### src/rtl/weight_stream_reader_pkg.sv
// Shared definitions for the weight stream reader.
//   DW_DEFAULT    : weight word width
//   AW_DEFAULT    : weight memory address width
//   DEPTH_DEFAULT : number of weight words streamed per fetch
//   state_t       : reader FSM state encoding
package weight_stream_reader_pkg;

    localparam int DW_DEFAULT    = 16;
    localparam int AW_DEFAULT    = 5;
    localparam int DEPTH_DEFAULT = 28;

    typedef enum logic [1:0] {
        ST_IDLE   = 2'd0,
        ST_FETCH  = 2'd1,
        ST_DRAIN  = 2'd2,
        ST_FINISH = 2'd3
    } state_t;

endpackage

### src/rtl/weight_stream_reader_if.sv
// Weight word stream (valid/ready) between the reader and its consumer.
//   w_data  : streamed weight word
//   w_valid : w_data holds a word
//   w_ready : consumer accepts the word this cycle
//   w_last  : word came from the final address of the fetch
// master = reader side, slave = consumer side.
interface weight_stream_reader_if
    import weight_stream_reader_pkg::*;
#(
    parameter int DW = DW_DEFAULT
);
    logic [DW-1:0] w_data;
    logic          w_valid;
    logic          w_ready;
    logic          w_last;

    modport master (output w_data, output w_valid, output w_last, input w_ready);
    modport slave  (input w_data, input w_valid, input w_last, output w_ready);

endinterface

### src/rtl/weight_skid_fifo.sv
// Two-entry FIFO holding captured BRAM words plus their last flag.
//   clk, rst_n : clock, asynchronous active-low reset
//   push       : write push_data this cycle (caller guarantees not full)
//   push_data  : word to store
//   pop        : drop the head entry this cycle (caller guarantees not empty)
//   head       : oldest entry
//   valid      : FIFO holds at least one entry
//   count      : current occupancy (0..2)
module weight_skid_fifo #(
    parameter int W = 17
) (
    input  logic         clk,
    input  logic         rst_n,
    input  logic         push,
    input  logic [W-1:0] push_data,
    input  logic         pop,
    output logic [W-1:0] head,
    output logic         valid,
    output logic [1:0]   count
);

    logic [W-1:0] mem [2];
    logic         wr_ptr;
    logic         rd_ptr;

    // NOTE: the storage is reset because the head entry drives the stream
    // data output directly and that output must read zero out of reset.
    always_ff @(posedge clk or negedge rst_n) begin
        if (!rst_n) begin
            for (int i = 0; i < 2; i++) begin
                mem[i] <= '0;
            end
            wr_ptr <= 1'b0;
            rd_ptr <= 1'b0;
            count  <= 2'd0;
        end else begin
            // NOTE: non-blocking assignments let push and pop in the same cycle
            // both see the pre-edge pointers, so occupancy stays put and the
            // head is replaced without losing the incoming word.
            if (push) begin
                mem[wr_ptr] <= push_data;
                wr_ptr      <= ~wr_ptr;
            end
            if (pop) begin
                rd_ptr <= ~rd_ptr;
            end
            case ({push, pop})
                2'b10:   count <= count + 2'd1;
                2'b01:   count <= count - 2'd1;
                default: count <= count;
            endcase
        end
    end

    assign head  = mem[rd_ptr];
    assign valid = (count != 2'd0);

endmodule

### src/rtl/weight_stream_reader.sv
// Streams DEPTH weight words out of a read-only BRAM onto a valid/ready
// stream, one word per cycle when the consumer never stalls.
//   clk, rst_n : clock, asynchronous active-low reset
//   start      : one-cycle request to stream all DEPTH words (ignored when busy)
//   bram_addr  : registered BRAM read address
//   bram_en    : registered BRAM read enable
//   bram_we    : BRAM write enable, tied low
//   bram_do    : BRAM read data, valid at the rising edge ending the read cycle
//   w_if       : weight word stream (master side)
//   busy       : fetch in progress, from start acceptance until done
//   done       : one-cycle pulse after the final word has been accepted
module weight_stream_reader
    import weight_stream_reader_pkg::*;
#(
    parameter int DW    = DW_DEFAULT,
    parameter int AW    = AW_DEFAULT,
    parameter int DEPTH = DEPTH_DEFAULT
) (
    input  logic          clk,
    input  logic          rst_n,
    input  logic          start,
    output logic [AW-1:0] bram_addr,
    output logic          bram_en,
    output logic          bram_we,
    input  logic [DW-1:0] bram_do,
    weight_stream_reader_if.master w_if,
    output logic          busy,
    output logic          done
);

    localparam logic [AW-1:0] LAST_ADDR = AW'(DEPTH - 1);

    state_t        state;
    logic [AW-1:0] addr_cnt;

    logic [DW:0]   fifo_head;
    logic          fifo_valid;
    logic [1:0]    fifo_count;
    logic          push;
    logic          push_last;
    logic          pop;
    logic [2:0]    occ_after;
    logic          issue;

    // The read issued last cycle (bram_en high) lands in the FIFO at this edge.
    assign push      = bram_en;
    assign push_last = (bram_addr == LAST_ADDR);
    assign pop       = fifo_valid & w_if.w_ready;

    // Buffered plus in-flight words once this edge's push and pop settle; a new
    // read is only launched while that leaves room for its data.
    assign occ_after = {1'b0, fifo_count} + {2'b00, push} - {2'b00, pop};
    assign issue     = (state == ST_FETCH) && (occ_after < 3'd2);

    weight_skid_fifo #(
        .W (DW + 1)
    ) u_fifo (
        .clk       (clk),
        .rst_n     (rst_n),
        .push      (push),
        .push_data ({push_last, bram_do}),
        .pop       (pop),
        .head      (fifo_head),
        .valid     (fifo_valid),
        .count     (fifo_count)
    );

    always_ff @(posedge clk or negedge rst_n) begin
        if (!rst_n) begin
            state     <= ST_IDLE;
            addr_cnt  <= '0;
            bram_addr <= '0;
            bram_en   <= 1'b0;
            busy      <= 1'b0;
            done      <= 1'b0;
        end else begin
            bram_en <= 1'b0;
            done    <= 1'b0;
            case (state)
                ST_IDLE: begin
                    if (start) begin
                        state    <= ST_FETCH;
                        addr_cnt <= '0;
                        busy     <= 1'b1;
                    end
                end
                ST_FETCH: begin
                    if (issue) begin
                        bram_en   <= 1'b1;
                        bram_addr <= addr_cnt;
                        // The counter parks on the last address instead of wrapping.
                        if (addr_cnt == LAST_ADDR) begin
                            state <= ST_DRAIN;
                        end else begin
                            addr_cnt <= addr_cnt + 1'b1;
                        end
                    end
                end
                ST_DRAIN: begin
                    if (pop && fifo_head[DW]) begin
                        state <= ST_FINISH;
                        done  <= 1'b1;
                    end
                end
                ST_FINISH: begin
                    state <= ST_IDLE;
                    busy  <= 1'b0;
                end
                default: state <= ST_IDLE;
            endcase
        end
    end

    assign bram_we     = 1'b0;
    assign w_if.w_data  = fifo_head[DW-1:0];
    assign w_if.w_valid = fifo_valid;
    // Gate with valid so a stale last flag in an empty FIFO never shows.
    assign w_if.w_last  = fifo_head[DW] & fifo_valid;

endmodule

### src/flat_wrapper.sv
// flat-port wrapper written by rule: the top's interface ports become plain ports
module weight_stream_reader_flat import weight_stream_reader_pkg::*;
#(
    parameter int DW    = DW_DEFAULT,
    parameter int AW    = AW_DEFAULT,
    parameter int DEPTH = DEPTH_DEFAULT
)
  (clk, rst_n, start, bram_addr, bram_en, bram_we, bram_do, busy, done, w_if_w_data, w_if_w_valid, w_if_w_last, w_if_w_ready);
  weight_stream_reader_if #(.DW(DW)) w_if_i ();
  input  logic clk;
  input  logic rst_n;
  input  logic start;
  output logic [AW-1:0] bram_addr;
  output logic bram_en;
  output logic bram_we;
  input  logic [DW-1:0] bram_do;
  output logic busy;
  output logic done;
  output wire logic [$bits(w_if_i.w_data)-1:0] w_if_w_data;
  output wire logic [$bits(w_if_i.w_valid)-1:0] w_if_w_valid;
  output wire logic [$bits(w_if_i.w_last)-1:0] w_if_w_last;
  input wire logic [$bits(w_if_i.w_ready)-1:0] w_if_w_ready;
  assign w_if_w_data = w_if_i.w_data;
  assign w_if_w_valid = w_if_i.w_valid;
  assign w_if_w_last = w_if_i.w_last;
  assign w_if_i.w_ready = w_if_w_ready;
  weight_stream_reader #(.DW(DW), .AW(AW), .DEPTH(DEPTH)) u_core (.clk(clk), .rst_n(rst_n), .start(start), .bram_addr(bram_addr), .bram_en(bram_en), .bram_we(bram_we), .bram_do(bram_do), .w_if(w_if_i), .busy(busy), .done(done));
endmodule
### config.mk
export PLATFORM = sky130hd
export DESIGN_NAME = weight_stream_reader_flat
export DESIGN_NICKNAME = d
export VERILOG_FILES = /design/src/rtl/weight_stream_reader_pkg.sv /design/src/rtl/weight_stream_reader_if.sv /design/src/rtl/weight_skid_fifo.sv /design/src/rtl/weight_stream_reader.sv /design/src/flat_wrapper.sv
export SDC_FILE = /design/constraint.sdc
export NUM_CORES = 1
export LEC_CHECK = 0
export BUFFER_PORTS_ARGS = -buffer_cell sky130_fd_sc_hd__buf_4
export CAP_MARGIN = 20
export CORE_MARGIN = 2
export CORE_UTILIZATION = 49
export CTS_CLUSTER_DIAMETER = 120
export DETAILED_ROUTE_END_ITERATION = 7
export PLACE_DENSITY = 0.72
export SYNTH_ARGS = -nofsm -noshare
export SYNTH_HDL_FRONTEND = slang
export SYNTH_SLANG_ARGS = --single-unit
### constraint.sdc
create_clock -name clk -period 2.51 [get_ports clk]
set_clock_uncertainty 0.05 [all_clocks]
set_input_delay 0.502 -clock clk [delete_from_list [all_inputs] [get_ports clk]]
set_output_delay 0.502 -clock clk [all_outputs]
set_load 0.01 [all_outputs]
==> summary.txt <==
Drt
  • Routed Wire Length: around 4400 microns
  • Vias per Instance: 5.00
  • Via count: 1639
  • DRC Markers: 0
  • Final antenna-violating net count: 0
  • Drt wl/cell: 13.3 microns
  • DR pass1 iterations: 4
  • Initial DRC count: 42

Timing
  • Fin. max-slew vios: 0
  • Slew Limit Headroom: 47.1%
  • RSZ-0062 raised after global routing: yes
  • Final worst path period share: 98.7%
  • Setup violations, final: 0
  • Least-Margin Pin Slew: 792 ps
  • Setup TNS: 0 ps
  • F_max: 0.404 GHz
  • Hold Vio Cnt, Final: 0
  • Crit path time final: 2480 ps

Logic synthesis
  • Syn Area/Cell: between 10 and 15 sq um
  • Net count after synthesis: between 200 and 250
  • Synth Area in Compound Gates: ~5.9%
  • Post-synth EDFFs: 0
  • Post-synthesis mux area share: roughly a quarter
  • Synthesized instance count: 197
  • Synth warn: 0
  • Dominant synthesized flop cell: dfrtp_1
  • Register bit total from synthesis: 53
  • Synthesized area: roughly 0.0025 sq mm
  • Library cells used by synthesis: 37
  • Synth async-reset ratio: 100%
  • Post-synthesis simple-gate area fraction: 6.79%
  • Sequential area share after synthesis: 52.9%
  • Main combinational cell family by area after synthesis: multiplexers
  • Post-synthesis adder-cell area fraction: 3.80%
  • Synth Area in XOR/XNOR: 2.05%

Layout
  • Ratio of cells with drive above 1 in the final layout: 51.6%
  • N_diodes: 0
  • Most frequent cells in the layout: buf_4, dfrtp_1, mux2_2
  • Final instance area: 0.00317 sq mm
  • Most common cell after layout, fill and taps aside: buf_4
  • Register area: ~0.0013 sq mm
  • # nets final: 284
  • Area of the multi-input gates: 0.00113 sq mm
  • Area growth syn-to-layout: 26.5%
  • # fillers: 437

Floorplan
  • Initial core utilization: 50.0%
  • Die Y: 75.5 microns
  • Die width: 75.5 microns
  • Die area: 0.00570 sq mm
  • Boundary Pins: 47
  • Cell row count: 26
  • Core box area: 0.00501 sq mm

Critical path
  • Crit Path Max Fanout: 2
  • Top cell by count, worst path: inv_2
  • Startpoint types: flop
  • CP peak stage delay: 550 ps
  • Crit path DAT: 2620 ps
  • Critical-path cell list: o21ai_2 > or2_4 > inv_2 > fa_2 > inv_2 > or3b_4 > a221oi_4 > mux2_4
  • Crit path required time: 2660 ps
  • Critical-path top delay cell: fa_2
  • Setup CP Type: reg2reg
  • R2r setup slk: 30 ps
  • CP endpoint kind: flop

Run status
  • Result of the run: finished, final reports clean

Global route
  • Initial antenna violation count: 0
  • Total gr overflow: 0
  • Largest net degree at the start of global routing: 54
  • Gr usage total: 16.5%
  • First-pass GRT wire length: 7000 microns
  • Vias in the first global route: 1567

Pwr
  • PwrDens: roughly 1300 mW/mm^2
  • Pleak: 1.49 nW
  • Power Total: a little over 0.004 W
  • Max VDD drop: 0.604 mV

CTS
  • H-tree depth: 2
  • Clock slew seen by the registers of the worst setup and hold paths: 90 ps
  • Clock root cell: clkbuf_8
  • CTS tree: done
  • Number of buffers created by CTS: 5
  • Worst-case clock buffer depth: 2
  • CTS Hold Buffers Added: 0
  • Clk_lat worst skew: 310 ps
  • # clock sinks: 53

Placed design
  • DPL Wire Length: 3080 microns
  • Number of port buffers: 45
  • Placed cell areas: 0.00300 sq mm
  • Placer Congestion: about 0.78

Run
  • Number of max-cap violations: 0

Min path
  • Hold WC Path Type: in2async
## Yosys cell counts (2+ instances only)
master / n / share of area [%]
mux2_2: 51 / 23
a21boi_0: 2 / 0.60
clkbuf_1: 2 / 0.30
nor3_1: 2 / 0.40
mux2i_1: 4 / 1.6
nor2b_1: 3 / 0.75
ha_1: 6 / 3.0
or2_2: 2 / 0.50
buf_2: 4 / 0.80
o21ai_0: 10 / 2.0
inv_1: 12 / 1.8
dfrtp_1: 53 / 53
xor2_1: 3 / 1.0
a2bb2oi_1: 2 / 0.70
nand2_1: 11 / 1.6
nand3_1: 4 / 0.80
nand4b_1: 2 / 0.70
nand4_1: 2 / 0.50
a21oi_1: 4 / 0.80
## critical path: cells and delay by family (launching register included)
family	cells	cell delay [ps]
AO/OA/AOI/OAI	2	440
flip-flops	1	400
multiplexers	1	330
AND/OR/NAND/NOR	2	520
buffers and inverters	2	70
adder cells (fa/ha/maj)	1	550
## stage by stage
| step | cells | util [%] | worst slack, ps | hold WS [ps] |
|---|---|---|---|---|
| 2_1_floorplan | 197 | - | -58.1 | 156 |
| 4_1_cts | 325 | 62.8 | 29.8 | 183 |
| 6_report | 328 | 63.3 | 32.4 | 169 |
| 3_3_place_gp | 316 | 59.9 | -162 | 418 |
| 3_5_place_dp | 316 | 59.9 | -232 | 430 |
| 5_1_grt | 328 | 63.3 | -32.6 | 214 |
## power breakdown
| part | internal, W | switching (W) |
|---|---|---|
| logic | 0.00121 | 0.000819 |
| clock network | 0.000324 | 0.000276 |
| registers | 0.00122 | 0.000227 |
## path summary, 6_finish.rpt
kind                                                      end                          startpoint  cells after the start
max                               u_core.state[1]$_DFFE_PN0P_  u_core.u_fifo.count[0]$_DFFE_PN0N_                      8
min                         u_core.u_fifo.mem[24]$_DFFE_PN0P_                               rst_n                      1
max reg2reg                       u_core.state[1]$_DFFE_PN0P_  u_core.u_fifo.count[0]$_DFFE_PN0N_                      8
min reg2reg                 u_core.u_fifo.mem[16]$_DFFE_PN0P_   u_core.u_fifo.mem[16]$_DFFE_PN0P_                      2
max in group asynchronous  u_core.u_fifo.count[1]$_DFFE_PN0N_                               rst_n                      1
min in group clk            u_core.u_fifo.mem[26]$_DFFE_PN0P_                          bram_do[9]                      2
## logic make-up after synthesis
group / count (synthesis)
AND/OR/NAND/NOR: 32
XOR/XNOR: 5
flip-flops: 53
multiplexers: 56
other: 1
AO/OA/AOI/OAI: 23
buffers and inverters: 20
adder cells (fa/ha/maj): 7
## what timing repair did
| action | CTS | global route |
|---|---|---|
| buffers inserted | 1 | 3 |
| endpoints found under the setup margin | 1 | 1 |
| resized for setup | 3 | 3 |
| pin swaps | 4 | 8 |
## area by class of cell
cell class / instances / share of cell area (%)
flip-flops and latches: 53 / 41.9
multi-input cells: 124 / 35.7
repair buffers: 61 / 14.4
well taps: 70 / 2.76
clock buffers: 6 / 2.61
inverters: 12 / 1.42
clock inverters: 2 / 1.18
## layer usage
layer / vias to the layer above / part of all wire [%] / GRT usage, %
met3: 5 / 4.4 / 4.37
met1: 799 / 46 / 21.3
li1: 804 / - / -
met4: 0 / 1.3 / 5.85
met2: 31 / 48 / 26.9
met5: - / 0 / 0
## state kept, by name (all words and copies together) (netlist names)
register / count
u_core.addr_cnt: 5
u_core.u_fifo.count: 2
u_core.bram_addr: 5
u_core.busy: 1
u_core.bram_en: 1
u_core.u_fifo.wr_ptr: 1
u_core.done: 1
u_core.u_fifo.mem: 34
u_core.state: 2
u_core.u_fifo.rd_ptr: 1
No activity file was read; power rests on OpenSTA's default activity.
